File: src/rtl/stack_draw_engine_if.sv
// Bundles the stack, font ROM, framebuffer and status signals of the
// stack-driven glyph renderer.
//   master : the draw engine (drives pop, font_addr, fb_*, busy, char_done,
//            chars_drawn)
//   slave  : the environment (stack, font ROM, framebuffer, control)
interface stack_draw_engine_if #(
   parameter int unsigned CHAR_ID_WIDTH = 8,
   parameter int unsigned X_WIDTH       = 9,
   parameter int unsigned Y_WIDTH       = 9
);
   logic                       enable;
   logic                       empty;
   logic                       pop;
   logic [CHAR_ID_WIDTH-1:0]   character_id_out;
   logic [X_WIDTH-1:0]         x_out;
   logic [Y_WIDTH-1:0]         y_out;
   logic [CHAR_ID_WIDTH+2:0]   font_addr;
   logic [7:0]                 font_data;
   logic                       fb_we;
   logic [X_WIDTH-1:0]         fb_x;
   logic [Y_WIDTH-1:0]         fb_y;
   logic                       fb_pixel;
   logic                       fb_ready;
   logic                       busy;
   logic                       char_done;
   logic [15:0]                chars_drawn;

   modport master (
      input  enable, empty, character_id_out, x_out, y_out, font_data, fb_ready,
      output pop, font_addr, fb_we, fb_x, fb_y, fb_pixel, busy, char_done, chars_drawn
   );

   modport slave (
      output enable, empty, character_id_out, x_out, y_out, font_data, fb_ready,
      input  pop, font_addr, fb_we, fb_x, fb_y, fb_pixel, busy, char_done, chars_drawn
   );
endinterface

File: src/rtl/stack_draw_engine.sv
// Pops glyph entries (char id, x, y) from a stack, fetches each of the eight
// glyph rows from a synchronous font ROM and writes the 8x8 pixels to a
// framebuffer with clipping, optional transparency and fb_ready backpressure.
// Ports:
//   clock     : rising-edge clock
//   reset     : asynchronous, active-high reset
//   bus       : stack_draw_engine_if.master
//               enable/empty/pop/character_id_out/x_out/y_out : stack side
//               font_addr/font_data                           : font ROM
//               fb_we/fb_x/fb_y/fb_pixel/fb_ready             : framebuffer
//               busy/char_done/chars_drawn                    : status
module stack_draw_engine #(
   parameter int unsigned CHAR_ID_WIDTH = 8,
   parameter int unsigned X_WIDTH       = 9,
   parameter int unsigned Y_WIDTH       = 9,
   parameter int unsigned SCREEN_W      = 320,
   parameter int unsigned SCREEN_H      = 240,
   parameter bit          TRANSPARENT   = 1'b0
) (
   input  logic                clock,
   input  logic                reset,
   stack_draw_engine_if.master bus
);

   localparam int unsigned XPW = X_WIDTH + 1;
   localparam int unsigned YPW = Y_WIDTH + 1;
   localparam int unsigned AW  = CHAR_ID_WIDTH + 3;
   localparam logic [XPW-1:0] SCREEN_W_LIM = XPW'(SCREEN_W);
   localparam logic [YPW-1:0] SCREEN_H_LIM = YPW'(SCREEN_H);

   typedef enum logic [2:0] {
      S_IDLE,
      S_POP,
      S_LATCH,
      S_ROM_REQ,
      S_ROM_WAIT,
      S_DRAW
   } state_t;

   state_t                   state_q, state_d;
   logic [CHAR_ID_WIDTH-1:0] char_q, char_d;
   logic [X_WIDTH-1:0]       x_q, x_d;
   logic [Y_WIDTH-1:0]       y_q, y_d;
   logic [2:0]               row_q, row_d;
   logic [2:0]               col_q, col_d;
   logic [7:0]               bits_q, bits_d;

   logic                     pop_q, pop_d;
   logic [AW-1:0]            font_addr_q, font_addr_d;
   logic                     fb_we_q, fb_we_d;
   logic [X_WIDTH-1:0]       fb_x_q, fb_x_d;
   logic [Y_WIDTH-1:0]       fb_y_q, fb_y_d;
   logic                     fb_pixel_q, fb_pixel_d;
   logic                     busy_q, busy_d;
   logic                     char_done_q, char_done_d;
   logic [15:0]              chars_drawn_q, chars_drawn_d;

   // Pixel that will be presented next: column 0 of a freshly fetched row,
   // or the column after the current one within the latched row.
   logic [7:0]               cand_bits;
   logic [2:0]               cand_col;
   logic [XPW-1:0]           cand_px;
   logic [YPW-1:0]           cand_py;
   logic                     cand_bit;
   logic                     cand_we;

   always_comb begin
      cand_bits = bits_q;
      cand_col  = col_q + 3'd1;
      if (state_q == S_ROM_WAIT) begin
         cand_bits = bus.font_data;
         cand_col  = 3'd0;
      end
      // One bit wider than the origin so a glyph near the edge never wraps.
      cand_px  = {1'b0, x_q} + XPW'(cand_col);
      cand_py  = {1'b0, y_q} + YPW'(row_q);
      cand_bit = cand_bits[3'd7 - cand_col];
      cand_we  = (cand_px < SCREEN_W_LIM) && (cand_py < SCREEN_H_LIM) &&
                 (!TRANSPARENT || cand_bit);
   end

   // Next-state and next-output logic.
   always_comb begin
      state_d       = state_q;
      char_d        = char_q;
      x_d           = x_q;
      y_d           = y_q;
      row_d         = row_q;
      col_d         = col_q;
      bits_d        = bits_q;
      pop_d         = 1'b0;
      font_addr_d   = font_addr_q;
      fb_we_d       = 1'b0;
      fb_x_d        = fb_x_q;
      fb_y_d        = fb_y_q;
      fb_pixel_d    = fb_pixel_q;
      char_done_d   = 1'b0;
      chars_drawn_d = chars_drawn_q;

      case (state_q)
         S_IDLE: begin
            if (bus.enable && !bus.empty) begin
               state_d = S_POP;
               pop_d   = 1'b1;
            end
         end
         S_POP: begin
            state_d = S_LATCH;
         end
         S_LATCH: begin
            char_d      = bus.character_id_out;
            x_d         = bus.x_out;
            y_d         = bus.y_out;
            row_d       = 3'd0;
            font_addr_d = {bus.character_id_out, 3'd0};
            state_d     = S_ROM_REQ;
         end
         S_ROM_REQ: begin
            state_d = S_ROM_WAIT;
         end
         S_ROM_WAIT: begin
            bits_d     = bus.font_data;
            col_d      = 3'd0;
            fb_we_d    = cand_we;
            fb_x_d     = cand_px[X_WIDTH-1:0];
            fb_y_d     = cand_py[Y_WIDTH-1:0];
            fb_pixel_d = cand_bit;
            state_d    = S_DRAW;
         end
         S_DRAW: begin
            if (fb_we_q && !bus.fb_ready) begin
               // Write not yet accepted: hold column and all fb outputs.
               fb_we_d = 1'b1;
            end else if (col_q == 3'd7) begin
               if (row_q == 3'd7) begin
                  state_d       = S_IDLE;
                  char_done_d   = 1'b1;
                  chars_drawn_d = chars_drawn_q + 16'd1;
               end else begin
                  row_d       = row_q + 3'd1;
                  font_addr_d = {char_q, row_q + 3'd1};
                  state_d     = S_ROM_REQ;
               end
            end else begin
               col_d      = col_q + 3'd1;
               fb_we_d    = cand_we;
               fb_x_d     = cand_px[X_WIDTH-1:0];
               fb_y_d     = cand_py[Y_WIDTH-1:0];
               fb_pixel_d = cand_bit;
            end
         end
         default: begin
            state_d = S_IDLE;
         end
      endcase

      busy_d = (state_d != S_IDLE);
   end

   // State and registered outputs.
   always_ff @(posedge clock or posedge reset) begin
      if (reset) begin
         state_q       <= S_IDLE;
         char_q        <= '0;
         x_q           <= '0;
         y_q           <= '0;
         row_q         <= 3'd0;
         col_q         <= 3'd0;
         bits_q        <= 8'd0;
         pop_q         <= 1'b0;
         font_addr_q   <= '0;
         fb_we_q       <= 1'b0;
         fb_x_q        <= '0;
         fb_y_q        <= '0;
         fb_pixel_q    <= 1'b0;
         busy_q        <= 1'b0;
         char_done_q   <= 1'b0;
         chars_drawn_q <= 16'd0;
      end else begin
         state_q       <= state_d;
         char_q        <= char_d;
         x_q           <= x_d;
         y_q           <= y_d;
         row_q         <= row_d;
         col_q         <= col_d;
         bits_q        <= bits_d;
         pop_q         <= pop_d;
         font_addr_q   <= font_addr_d;
         fb_we_q       <= fb_we_d;
         fb_x_q        <= fb_x_d;
         fb_y_q        <= fb_y_d;
         fb_pixel_q    <= fb_pixel_d;
         busy_q        <= busy_d;
         char_done_q   <= char_done_d;
         chars_drawn_q <= chars_drawn_d;
      end
   end

   assign bus.pop         = pop_q;
   assign bus.font_addr   = font_addr_q;
   assign bus.fb_we       = fb_we_q;
   assign bus.fb_x        = fb_x_q;
   assign bus.fb_y        = fb_y_q;
   assign bus.fb_pixel    = fb_pixel_q;
   assign bus.busy        = busy_q;
   assign bus.char_done   = char_done_q;
   assign bus.chars_drawn = chars_drawn_q;

endmodule
File: src/flat_wrapper.sv
// flat-port wrapper written by rule: the top's interface ports become plain ports
module stack_draw_engine_flat 
#(
   parameter int unsigned CHAR_ID_WIDTH = 8,
   parameter int unsigned X_WIDTH       = 9,
   parameter int unsigned Y_WIDTH       = 9,
   parameter int unsigned SCREEN_W      = 320,
   parameter int unsigned SCREEN_H      = 240,
   parameter bit          TRANSPARENT   = 1'b0
)
  (clock, reset, bus_enable, bus_empty, bus_character_id_out, bus_x_out, bus_y_out, bus_font_data, bus_fb_ready, bus_pop, bus_font_addr, bus_fb_we, bus_fb_x, bus_fb_y, bus_fb_pixel, bus_busy, bus_char_done, bus_chars_drawn);
  stack_draw_engine_if #(.CHAR_ID_WIDTH(CHAR_ID_WIDTH), .X_WIDTH(X_WIDTH), .Y_WIDTH(Y_WIDTH)) bus_i ();
  input  logic clock;
  input  logic reset;
  input wire logic [$bits(bus_i.enable)-1:0] bus_enable;
  input wire logic [$bits(bus_i.empty)-1:0] bus_empty;
  input wire logic [$bits(bus_i.character_id_out)-1:0] bus_character_id_out;
  input wire logic [$bits(bus_i.x_out)-1:0] bus_x_out;
  input wire logic [$bits(bus_i.y_out)-1:0] bus_y_out;
  input wire logic [$bits(bus_i.font_data)-1:0] bus_font_data;
  input wire logic [$bits(bus_i.fb_ready)-1:0] bus_fb_ready;
  output wire logic [$bits(bus_i.pop)-1:0] bus_pop;
  output wire logic [$bits(bus_i.font_addr)-1:0] bus_font_addr;
  output wire logic [$bits(bus_i.fb_we)-1:0] bus_fb_we;
  output wire logic [$bits(bus_i.fb_x)-1:0] bus_fb_x;
  output wire logic [$bits(bus_i.fb_y)-1:0] bus_fb_y;
  output wire logic [$bits(bus_i.fb_pixel)-1:0] bus_fb_pixel;
  output wire logic [$bits(bus_i.busy)-1:0] bus_busy;
  output wire logic [$bits(bus_i.char_done)-1:0] bus_char_done;
  output wire logic [$bits(bus_i.chars_drawn)-1:0] bus_chars_drawn;
  assign bus_i.enable = bus_enable;
  assign bus_i.empty = bus_empty;
  assign bus_i.character_id_out = bus_character_id_out;
  assign bus_i.x_out = bus_x_out;
  assign bus_i.y_out = bus_y_out;
  assign bus_i.font_data = bus_font_data;
  assign bus_i.fb_ready = bus_fb_ready;
  assign bus_pop = bus_i.pop;
  assign bus_font_addr = bus_i.font_addr;
  assign bus_fb_we = bus_i.fb_we;
  assign bus_fb_x = bus_i.fb_x;
  assign bus_fb_y = bus_i.fb_y;
  assign bus_fb_pixel = bus_i.fb_pixel;
  assign bus_busy = bus_i.busy;
  assign bus_char_done = bus_i.char_done;
  assign bus_chars_drawn = bus_i.chars_drawn;
  stack_draw_engine #(.CHAR_ID_WIDTH(CHAR_ID_WIDTH), .X_WIDTH(X_WIDTH), .Y_WIDTH(Y_WIDTH), .SCREEN_W(SCREEN_W), .SCREEN_H(SCREEN_H), .TRANSPARENT(TRANSPARENT)) u_core (.clock(clock), .reset(reset), .bus(bus_i));
endmodule
File: config.mk
export PLATFORM = sky130hd
export DESIGN_NAME = stack_draw_engine_flat
export DESIGN_NICKNAME = d
export VERILOG_FILES = /design/src/rtl/stack_draw_engine_if.sv /design/src/rtl/stack_draw_engine.sv /design/src/flat_wrapper.sv
export SDC_FILE = /design/constraint.sdc
export NUM_CORES = 1
export LEC_CHECK = 0
export BUFFER_PORTS_ARGS = -buffer_cell sky130_fd_sc_hd__buf_4
export CORE_MARGIN = 2
export CORE_UTILIZATION = 51
export CTS_BUF_LIST = sky130_fd_sc_hd__clkbuf_8
export CTS_CLUSTER_DIAMETER = 100
export DETAILED_ROUTE_END_ITERATION = 12
export PLACE_DENSITY = 0.78
export SYNTH_ARGS = -nofsm -noshare
export SYNTH_HDL_FRONTEND = slang
export SYNTH_SLANG_ARGS = --single-unit
File: constraint.sdc
create_clock -name clock -period 2.5 [get_ports clock]
set_input_delay 0.125 -clock clock [delete_from_list [all_inputs] [get_ports clock]]
set_output_delay 0.125 -clock clock [all_outputs]
set_load 0.02 [all_outputs]
### After elaboration in Yosys (flattened, before gate mapping)

Cells that the tools add are included.

* $lt $le $gt $ge: 3
* reduce and logical (&&, ||, !) cells: 12
* multiplexer cells: 38
* bitwise gates (word level): 1
* add/sub/neg operators: 6
* eq/ne operators: 11

Operators with widths (count)
* two-way mux 9 bit: 4
* one-hot mux 9 bit (2 select lines): 2
* two-way mux 11 bit: 3
* two-way mux 3 bit: 9
* one-hot mux 11 bit (2 select lines): 1
* adder 9 x 3 -> 10 bit: 2
* one-hot mux 3 bit (6 select lines): 1
* adder 16 x 1 -> 16 bit, second input constant: 1
* equality test 3 bit, second input constant: 4
* one-hot mux 3 bit (2 select lines): 2
* two-way mux 1 bit: 11
* < comparator 10 x 8 -> 1 bit, second input constant: 1
* < comparator 10 x 9 -> 1 bit, second input constant: 1
* two-way mux 8 bit: 1
* AND reduction 4 bit: 2
* adder 3 x 1 -> 3 bit, second input constant: 2
* equality test 3 x 2 -> 1 bit, second input constant: 2
* != test 2 bit, second input constant: 3
* < comparator 3 x 4 -> 1 bit, second input constant: 1
* one-hot mux 1 bit (2 select lines): 2
* nonzero test 2 bit: 2
* binary-select mux 1 bit (select 3 bit): 1
* equality test 3 x 1 -> 1 bit, second input constant: 1
* logical AND 1 bit: 3
* 8 further kinds: 9

* logic and storage cells: 87
* bits in registers: 93
* output and inout port bits: 50

### Longest topological paths before layout

Gate-level depths: netlist (run 1).

* depth after elaboration: 8
* mapped depth: 13

### Least setup slack after synthesis (run 1)

No wires, ideal clock.

* path type: register to register
* from: register u_core.state_q[1]
* to: register u_core.fb_we_q, in the netlist u_core.bus.fb_we
* clock period less this slack: 2.495 ns
* arrival: 2.400 ns
* setup slack: 0.005 ns
* cell stages (with the launch flop): 12
* path through: dfrtp_1 -> buf_2 -> nor3b_4 -> clkbuf_1 -> nor2_1 -> ha_1 -> ha_1 -> nor4bb_1 -> nand4_1 -> o221ai_1 -> a311o_1 -> o32ai_2

* longest elaborated chain between the ends: 8
* elaborated cells on any way between the ends: 9
* those cells by class: add/sub (1); order compare (1); eq/ne (2); mux (4); reduce/logical (1)

Ends and longest elaborated chain
* start: declaration: RTL line stack_draw_engine.sv:40 `state_t state_q, state_d;`
* start signal: assignment: RTL line stack_draw_engine.sv:180 `state_q <= state_d;`
* equality test 3 bit: RTL line stack_draw_engine.sv:70, stack_draw_engine.sv:100
* two-way mux 3 bit: RTL line stack_draw_engine.sv:70 `if (state_q == S_ROM_WAIT) begin`
* adder 9 x 3 -> 10 bit: RTL line stack_draw_engine.sv:75 `cand_px = {1'b0, x_q} + XPW'(cand_col);`
* < comparator 10 x 9 -> 1 bit: RTL line stack_draw_engine.sv:78 `cand_we = (cand_px < SCREEN_W_LIM) && (cand_py < SCREEN_H_LIM) &&`
* logical AND 1 bit: RTL line stack_draw_engine.sv:78
* two-way mux 1 bit: RTL line stack_draw_engine.sv:134 `end else if (col_q == 3'd7) begin`
* two-way mux 1 bit: RTL line stack_draw_engine.sv:131 `if (fb_we_q && !bus.fb_ready) begin`
* one-hot mux 1 bit (2 select lines) (*): RTL line stack_draw_engine.sv:100 `case (state_q)`
* net u_core.fb_we_d: RTL line stack_draw_engine.sv:50 `logic fb_we_q, fb_we_d;`
* end signal: assignment: RTL line stack_draw_engine.sv:189 `fb_we_q <= fb_we_d;`
* end: declaration: RTL line stack_draw_engine.sv:50

Mark *: on every way through the listed nets, which the timed path passes. The rest lies on a longest branch.
A chain may end at the register's enable or synchronous reset.

### Worst setup path in the final report (run 1)

* from: register u_core.y_q[0]
* to: register u_core.fb_we_q, in the netlist u_core.bus.fb_we

* longest elaborated chain between the ends: 6

Ends and longest elaborated chain
* start: declaration: RTL line stack_draw_engine.sv:43 `logic [Y_WIDTH-1:0] y_q, y_d;`
* start signal: assignment: RTL line stack_draw_engine.sv:183 `y_q <= y_d;`
* adder 9 x 3 -> 10 bit (*): RTL line stack_draw_engine.sv:76 `cand_py = {1'b0, y_q} + YPW'(row_q);`
* < comparator 10 x 8 -> 1 bit (*): RTL line stack_draw_engine.sv:78
* logical AND 1 bit (*): RTL line stack_draw_engine.sv:78
* two-way mux 1 bit: RTL line stack_draw_engine.sv:134
* two-way mux 1 bit: RTL line stack_draw_engine.sv:131
* one-hot mux 1 bit (2 select lines) (*): RTL line stack_draw_engine.sv:100
* net u_core.fb_we_d: RTL line stack_draw_engine.sv:50

Marked as above.

==> results.toml, run 1 <==
[global_route]
largest_net_degree_at_the_start_of_global_routing = 91
grt_antenna_before_repair = 0
grt_first_pass_wirelength_um = 15000
grt_pass1_vias = 3269
grt.overflow.total = 0
global_route.usage.total_pct = 20.9

[place]
dp_hpwl_um = 6720
post-place-ws_ps = 134
placedInstanceArea_um2 = 5200
place_congestion = 0.850
buffers_on_ports = 88

[logic_synthesis]
ys.warnings.count = 0
postSynthAreaPerCell_um2 = 10.9
async_reset_ff_share_pct = 100
synth_largest_type_area_fraction_pct = 51.7
synth.largest_area_cell = "dfrtp_1"
synthFlopType = "dfrtp_1"
post_synth_main_area_contributors = "dfrtp_1 52%, mux2_2 6.5%, nand2_1 4.4%"
postSynthNetCount = 449
synth_area_um2 = 4350
postSynthRegisterBits = 90
most_used_standard_cell_by_instance_count_after_synthesis = "dfrtp_1"
synth_commonest_cells = "90 x dfrtp_1, 51 x nand2_1, 32 x nor2_1"
synth_edf_count = 0
portion_of_the_post_synthesis_area_used_by_sequential_elements_pct = 51.7
synth_cell_type_count = 57
syn-instance-count = 398

[critical_path]
setup.worst_path.start_class = "flip-flop"
critPathMaxFanout = 5
worstPathRequired_ps = 2750
worstPathArrival_ps = 2630
worst_setup_path_end_kind = "flip-flop"
timing_worst_setup_path_type = "flip-flop to flip-flop"

[status]
status = "completed"

[cts]
cts-htree-levels = 3
clk_transition_reported_paths_ps = 80
cts.sink_count = 90
clkLatencyLatePin_ps = 340
total_clock_buffers_created_by_cts = 9
cts_buffer_depth = 2
cts-root-buf = "clkbuf_8"
clock_tree_from_tritoncts = "built"

[drt]
detail_route.wl_per_cell_um = 15.4
drt_iter0_markers = 148
drc_errors = 0
via_count = 3300
antenna_left = 0
drt-vias-per-instance = 5.33
total_wire_length_um = 9520
dr.pass1.iters = 4

[power_and_ir_drop]
power_per_cell_area_nw_per_um2 = 1130
vdd.ir_drop.worst_mv = 0.637
leakage_uw = 0.00259

[timing]
grt_setup_unrepaired = "no"
hold-worst-slack_ps = 13.4
timing.fmax_ghz = 0.421
fin_tns_setup_ps = 0
worst_clock_skew_ps = 5.89
period_needed_ps = 2380
slew-limit-headroom_pct = 69.1
hold_viol = 0
setup_violations = 0
min_period_over_period_pct = 95.0
timing_max_transition_violations_final = 0
tightest_slew_ps = 463
layout_setup_ws_ps = 124

[floorplanning]
core_region_area_um2 = 8260
fp.dieArea_um2 = 9290
placement_rows = 33
initial_utilization_pct = 52.7
fp.dieW_um = 96.4
floorplan.die.height_um = 96.4
design.portCount = 89

[worst_hold_path]
worstHoldPathType = "input port to flip-flop"

[job]
drv_cap = 0

[layout]
areaGrowthSynthToFinish_pct = 27.9
fraction_of_layout_instances_using_a_drive_strength_above_1_pct = 33.5
final_area_um2 = 5570
insertedDiodeCount = 0
final_nets = 562
## kinds of logic after synthesis
family	count (synthesis)	share of synthesized area (%)
AO/OA/AOI/OAI	58	8.25
XOR/XNOR	32	6.44
adder cells (fa/ha/maj)	12	3.62
buffers and inverters	29	3.02
flip-flops	90	51.7
multiplexers	40	10.3
AND/OR/NAND/NOR	137	16.6
## stage by stage
stage / power, uW / instances / util, %
after floorplan: 4360 / 398 / -
after global placement: 5160 / 589 / 62.9
after detailed placement: 5300 / 589 / 62.9
after CTS: 6310 / 614 / 66.6
after global routing: 6780 / 619 / 67.4
final: 6310 / 619 / 67.4
## power breakdown
part	internal (uW)	total, uW	switching (uW)
Clock	503	978	475
Combinational	1380	2870	1500
Sequential	2020	2460	437
## cell usage in the layout, fill, tap and decap left out, types with 3 or more instances in the layout
| cell | count |
|---|---|
| mux2_2 | 25 |
| mux2i_1 | 11 |
| ha_1 | 10 |
| dlygate4sd3_1 | 15 |
| a21oi_1 | 28 |
| and3_1 | 4 |
| or3_1 | 3 |
| nand3_2 | 4 |
| mux2_1 | 3 |
| xnor2_1 | 17 |
| buf_4 | 105 |
| nand3_1 | 6 |
| nor2_1 | 32 |
| nor2b_1 | 3 |
| nand2_1 | 51 |
| nand4_1 | 8 |
| dfrtp_1 | 90 |
| clkinv_2 | 3 |
| nand2b_1 | 3 |
| inv_1 | 7 |
| clkbuf_8 | 11 |
| xor2_1 | 15 |
| o21ai_0 | 10 |
| nor3_1 | 4 |
## registers in the layout, indices dropped and copies added (netlist names), 8 cells and up
register	cells
u_core.char_q	8
u_core.bits_q	8
u_core.x_q	9
u_core.y_q	9
u_core.bus.fb_x	9
u_core.bus.chars_drawn	16
u_core.bus.font_addr	11
u_core.bus.fb_y	9
## worst max-delay path, stage by stage (launching register included)
cell and delay, ps:
dfrtp_1 370, ha_1 190, inv_1 60, fa_1 440, nor2b_4 170, or2_4 160
nor4_1 60, a211o_1 280, a311o_1 320, o32ai_2 240
## area by class of cell
| class | count | area [um^2] |
|---|---|---|
| tap | 105 | 131 |
| sequential | 90 | 2250 |
| timing repair buffer | 121 | 958 |
| clock buffer | 11 | 151 |
| inverter | 10 | 38.8 |
| fill | 655 | 2690 |
| multi-input combinational | 279 | 1990 |
| clock inverter | 3 | 40.0 |
## per-layer routing
layer / vias to the layer above / share of wire, % / global-route usage (%)
li1: 1599 / - / -
met1: 1613 / 44 / 27.3
met2: 78 / 52 / 35.4
met3: 10 / 3.5 / 3.57
met4: 0 / 1.2 / 7.28
met5: - / 0 / 0
## worst paths after layout
path                                        from                  to  slack [ps]  cells after the start
worst min-delay path                bus_y_out[8]       u_core.y_q[8]          10                      2
min in group asynchronous                  reset       u_core.y_q[2]         470                      4
worst max-delay path               u_core.y_q[0]    u_core.bus.fb_we         120                      9
worst min register to register  u_core.bits_q[5]    u_core.bits_q[5]         480                      2
worst max register to register     u_core.y_q[0]    u_core.bus.fb_we         120                      9
max in group asynchronous                  reset  u_core.bus.fb_x[2]        1690                      4
## what timing repair did
action,in CTS,in global routing
resized for setup,0,3
endpoints found under the setup margin,0,1
hold endpoints to repair,100,4
hold buffers,11,4
buffers inserted,0,1
No activity file was read; power rests on OpenSTA's default activity.
==> inputs of run 2 (changes only) <==
Settings changed: CORE_MARGIN 2 to unset, SETUP_SLACK_MARGIN set to 0.2.
Clock period 2.5 ns to 2.13 ns, I/O delays scaled along.
==> run 2 against run 1 <==
- the run now ends with negative setup slack left
- first-iteration DRC count is 5.4% lower
- global-route usage rose by 4.0 points
- non-clock buffer count grew 50
- highest routed layer unchanged
- clock-buffer cell count is 1 lower
- power is 30% higher
- die area is 4.1% lower
==> results.toml, run 2 (synthesized netlist as in run 1, its figures left out) <==
[drt]
dr.pass1.iters = 4
drt-vias-per-instance = 5.36
drc_errors = 0
drt_iter0_markers = 140
antenna_left = 0
detail_route.wl_per_cell_um = 16.0
total_wire_length_um = 10800
via_count = 3595

[global_route]
largest_net_degree_at_the_start_of_global_routing = 58
grt.overflow.total = 0
grt_first_pass_wirelength_um = 17000
global_route.usage.total_pct = 24.9
grt_antenna_before_repair = 0
grt_pass1_vias = 3691

[cts]
cts-root-buf = "clkbuf_8"
cts_buffer_depth = 2
clk_transition_reported_paths_ps = 90
cts.sink_count = 90
cts-htree-levels = 3
clkLatencyLatePin_ps = 350
total_clock_buffers_created_by_cts = 9
clock_tree_from_tritoncts = "built"

[timing]
min_period_over_period_pct = 105
grt_setup_unrepaired = "yes"
hold_viol = 0
period_needed_ps = 2240
timing.fmax_ghz = 0.446
worst_clock_skew_ps = 9.72
layout_setup_ws_ps = -113
slew-limit-headroom_pct = 69.1
timing_max_transition_violations_final = 0
tightest_slew_ps = 460
setup_violations = 2

[critical_path]
worstPathArrival_ps = 2470
timing_worst_setup_path_type = "flip-flop to flip-flop"
worst_setup_path_end_kind = "flip-flop"
critPathMaxFanout = 3
setup.worst_path.start_class = "flip-flop"
worstPathRequired_ps = 2360

[power_and_ir_drop]
power_per_cell_area_nw_per_um2 = 1300
leakage_uw = 0.00292
sw_frac_of_total_pct = 38.3
vdd.ir_drop.worst_mv = 0.828
register_share_of_total_power_pct = 35.9
share_comb_of_total_power_pct = 48.0
clock_power_share_pct = 16.1
power_consumption_uw = 8220
cell_internal_pwr_uw = 5070
power.switching_uw = 3140

[floorplanning]
fp.dieW_um = 94.4
placement_rows = 33
core_region_area_um2 = 8260
design.portCount = 89
initial_utilization_pct = 52.7
floorplan.die.height_um = 94.4
fp.dieArea_um2 = 8910

[layout]
insertedDiodeCount = 0
number_of_flip_flops_in_the_largest_register = 16
final_core_util_pct = 76.5
final_nets = 612
mostFrequentLayoutCells = "121 x buf_4, 87 x dfrtp_1, 46 x nand2_1"
fraction_of_layout_instances_using_a_drive_strength_above_1_pct = 42.8
areaGrowthSynthToFinish_pct = 45.1
final_area_um2 = 6320
final_common_cell = "buf_4"

[place]
dp_hpwl_um = 6850
place_congestion = 0.784
buffers_on_ports = 88
placedInstanceArea_um2 = 5420

[worst_hold_path]
worstHoldPathType = "input port to flip-flop"

[status]
failing_checks = "negative setup slack"
status = "complete, but fails checks"

[job]
drv_cap = 0
==> run 2: cell count changes in the layout (fill, tap and decap cells not counted), sizes merged <==
cell,change
dlygate4sd3,+19
bufinv,+1
clkinvlp,+2
buf,+30
==> run 2: cell type report <==
cell class,count,area (um^2)
clock buffers,10,138
clock inverters,6,90.1
repair buffers,171,1430
multi-input cells,279,2220
flip-flops and latches,90,2260
fillers,528,1940
well taps,105,131
inverters,10,43.8
==> run 2: path summary, 6_finish.rpt <==
kind                       slack, ps                    endpoint                  startpoint  cells after the start
max reg2reg                     -110            u_core.bus.fb_we           u_core.state_q[2]                     10
min reg2reg                      470  u_core.bus.chars_drawn[15]  u_core.bus.chars_drawn[15]                      1
min in group asynchronous        240             u_core.col_q[2]                       reset                      3
max in group asynchronous       1310          u_core.bus.fb_y[6]                       reset                      4
max                             -110            u_core.bus.fb_we           u_core.state_q[2]                     10
min                               10            u_core.char_q[3]     bus_character_id_out[3]                      2
==> run 2: repair_timing <==
item,CTS,global route
setup endpoints to repair,23,32
setup buffers,8,4
pin swaps,21,12
gates cloned,0,1
resized for setup,24,29
hold buffers,32,2
endpoints found under the hold margin,88,2
==> run 2: critical path: stages (launching register included) <==
cell,delay [ps]
dfrtp_1,400
inv_2,50
or3_4,380
nand2_1,80
xnor2_1,130
ha_2,210
nor4bb_2,280
nand4_1,140
o221ai_1,210
a311o_1,160
o32ai_2,70
==> run 2: layer usage <==
metal  track usage (%)  up-vias  wire length, um
met5                 0        -                0
met4              8.46        0              196
met3              5.15       21              411
li1                  -     1697                -
met1              31.2     1779             4590
met2              42.9       98             5570
==> run 2: stage by stage <==
step | std cells | hold WS [ps] | TNS (ps) | worst slack, ps
after CTS | 664 | 1.55 | -100 | -92.0
after detailed placement | 608 | 55.7 | -411 | -224
after global placement | 608 | 54.5 | -142 | -117
final | 671 | 14.2 | -118 | -113
after floorplan | 398 | 212 | -229 | -229
after global routing | 671 | 6.12 | -492 | -201
==> run 2: power by group through the flow <==
stage	Clock [uW]	Sequential (uW)	Combinational [uW]
finish	1320	2950	3940
global route	1410	3030	4290
CTS	1340	2930	3830
detailed placement	0	2940	3550
global placement	0	2900	3420
floorplan	0	3110	2140
==> inputs of run 3 (changes only) <==
Settings changed: CORE_UTILIZATION 51 to 39, PLACE_DENSITY 0.78 to unset.
==> run 3 against run 2 <==
- the run still ends with negative setup slack left
- cell count increased by 6.9%
- clock skew increased by 6.2 ps
- combinational power increased by 9.9%
- global-route usage decreased by 6.7 points
- hold slack improved by 24 ps
- first-iteration DRC count decreased by 7.1%
- critical path type unchanged
==> results.toml, run 3 (synthesized netlist as in run 1, its figures left out) <==
[status]
status = "complete, but fails checks"
failing_checks = "negative setup slack"

[drt]
drt_iter0_markers = 130
drc_errors = 0
detail_route.wl_per_cell_um = 15.0
antenna_left = 0
dr.pass1.iters = 4
drt-vias-per-instance = 4.98
via_count = 3572
total_wire_length_um = 10800

[timing]
period_needed_ps = 2180
layout_setup_ws_ps = -47.3
grt_setup_unrepaired = "yes"
timing_max_transition_violations_final = 0
min_period_over_period_pct = 102
fin_tns_setup_ps = -47.3
worst_clock_skew_ps = 15.9
setup_violations = 1
timing.fmax_ghz = 0.459
tightest_slew_ps = 595
slew-limit-headroom_pct = 60.2
hold_viol = 0

[layout]
insertedDiodeCount = 0
mostFrequentLayoutCells = "125 x buf_4, 87 x dfrtp_1, 48 x nand2_1"
final_nets = 623
number_of_flip_flops_in_the_largest_register = 16
areaGrowthSynthToFinish_pct = 52.3
fraction_of_layout_instances_using_a_drive_strength_above_1_pct = 45.8
final_core_util_pct = 61.1
final_common_cell = "buf_4"

[cts]
cts.sink_count = 90
clkLatencyLatePin_ps = 380
clk_transition_reported_paths_ps = 90
total_clock_buffers_created_by_cts = 9
cts-htree-levels = 3
clock_tree_from_tritoncts = "built"
cts_buffer_depth = 2
cts-root-buf = "clkbuf_8"

[floorplanning]
design.portCount = 89
fp.dieW_um = 108
floorplan.die.height_um = 108
placement_rows = 38
initial_utilization_pct = 40.2
fp.dieArea_um2 = 11600
core_region_area_um2 = 10800

[job]
drv_cap = 0

[critical_path]
worst_setup_path_end_kind = "flip-flop"
crit_path_cell_trace = "buf_4, nor3b_4, nor2_2, ha_2, ha_2, buf_6, a21oi_4, o21ai_2, and2_4, o21ai_1, a21oi_2, o32ai_2"
crit_path_max_incr_delay_ps = 380
timing_worst_setup_path_type = "flip-flop to flip-flop"
critical-path-slowest-cell = "dfrtp_1"
worstPathArrival_ps = 2460
path_common_cell = "ha_2"
critPathMaxFanout = 3
critical_path.n_buffers_inverters = 2
worstPathRequired_ps = 2410
cp_top_family = "compound AO/OA/AOI/OAI gates"
r2r_setup_slack_ps = -50
setup.worst_path.start_class = "flip-flop"

[power_and_ir_drop]
power_per_cell_area_nw_per_um2 = 1300
vdd.ir_drop.worst_mv = 0.737
leakage_uw = 0.00302

[place]
buffers_on_ports = 88
place_congestion = 0.774
dp_hpwl_um = 6890

[global_route]
largest_net_degree_at_the_start_of_global_routing = 36
grt_antenna_before_repair = 0
grt.overflow.total = 0
grt_pass1_vias = 3518
global_route.usage.total_pct = 18.2
grt_first_pass_wirelength_um = 16400

[worst_hold_path]
worstHoldPathType = "input port to flip-flop"
## run 3: cell types whose count changed in the layout (fill, tap and decap cells not counted), sizes merged
cell | previous run | this run
clkinv | 3 | 2
dlygate4sd3 | 34 | 35
inv | 9 | 11
buf | 136 | 143
clkbuf | 11 | 12
nand2 | 53 | 54
## run 3: metal layers
metal / vias to the layer above / share of wire, % / global-route usage [%]
met2: 71 / 50 / 30.9
li1: 1724 / - / -
met3: 13 / 4.3 / 4.72
met1: 1764 / 44 / 22.5
met4: 0 / 1.4 / 5.58
met5: - / 0 / 0
## run 3: final cells by class
cell class | count | area (um^2)
Clock buffer | 9 | 124
Fill cell | 900 | 4210
Timing Repair Buffer | 181 | 1610
Inverter | 10 | 43.8
Tap cell | 140 | 175
Multi-Input combinational cell | 280 | 2340
Sequential cell | 90 | 2260
Clock inverter | 7 | 88.8
## run 3: per-stage QoR
step           setup WS (ps)  power, uW  cell area (um^2)  hold slack (ps)  std cells
4_1_cts                -45.8       7920              6160             26.7        698
6_report               -47.3       8590              6630             38.0        717
5_1_grt                 -124       9130              6630             41.0        717
3_5_place_dp            -176       6430              5460              218        641
2_1_floorplan           -229       5250              4450              212        398
3_3_place_gp            -134       6340              5460              207        641
## run 3: worst register-to-register path, cell delays in order (launching register included)
cell     delay (ps)
dfrtp_1         380
buf_4           120
nor3b_4         210
nor2_2           50
ha_2            180
ha_2            190
buf_6           120
a21oi_4         140
o21ai_2          70
and2_4          150
o21ai_1         170
a21oi_2          60
o32ai_2         250
## run 3: where the power goes
group | leakage (uW) | switching [uW] | total [uW] | internal [uW]
Sequential | 0.00109 | 609 | 2990 | 2380
Combinational | 0.00182 | 2060 | 4330 | 2270
Clock | 0.000112 | 615 | 1270 | 652
Total | 0.00302 | 3280 | 8590 | 5300
## run 3: worst paths after layout
check,start,endpoint,cells after the start
worst min register to register,u_core.bits_q[4],u_core.bits_q[4],2
worst max-delay path,u_core.state_q[2],u_core.bus.fb_we,12
min in group asynchronous,reset,u_core.bits_q[5],3
max in group asynchronous,reset,u_core.bus.fb_y[1],4
worst min-delay path,bus_empty,u_core.bus.pop,3
worst max register to register,u_core.state_q[2],u_core.bus.fb_we,12
## run 3: what timing repair did
item	4_1_cts	5_1_grt
hold buffers	35	0
resized for setup	22	62
endpoints found under the setup margin	22	38
buffers inserted	6	14
pin swaps	21	33
gates cloned	0	5
endpoints found under the hold margin	57	0
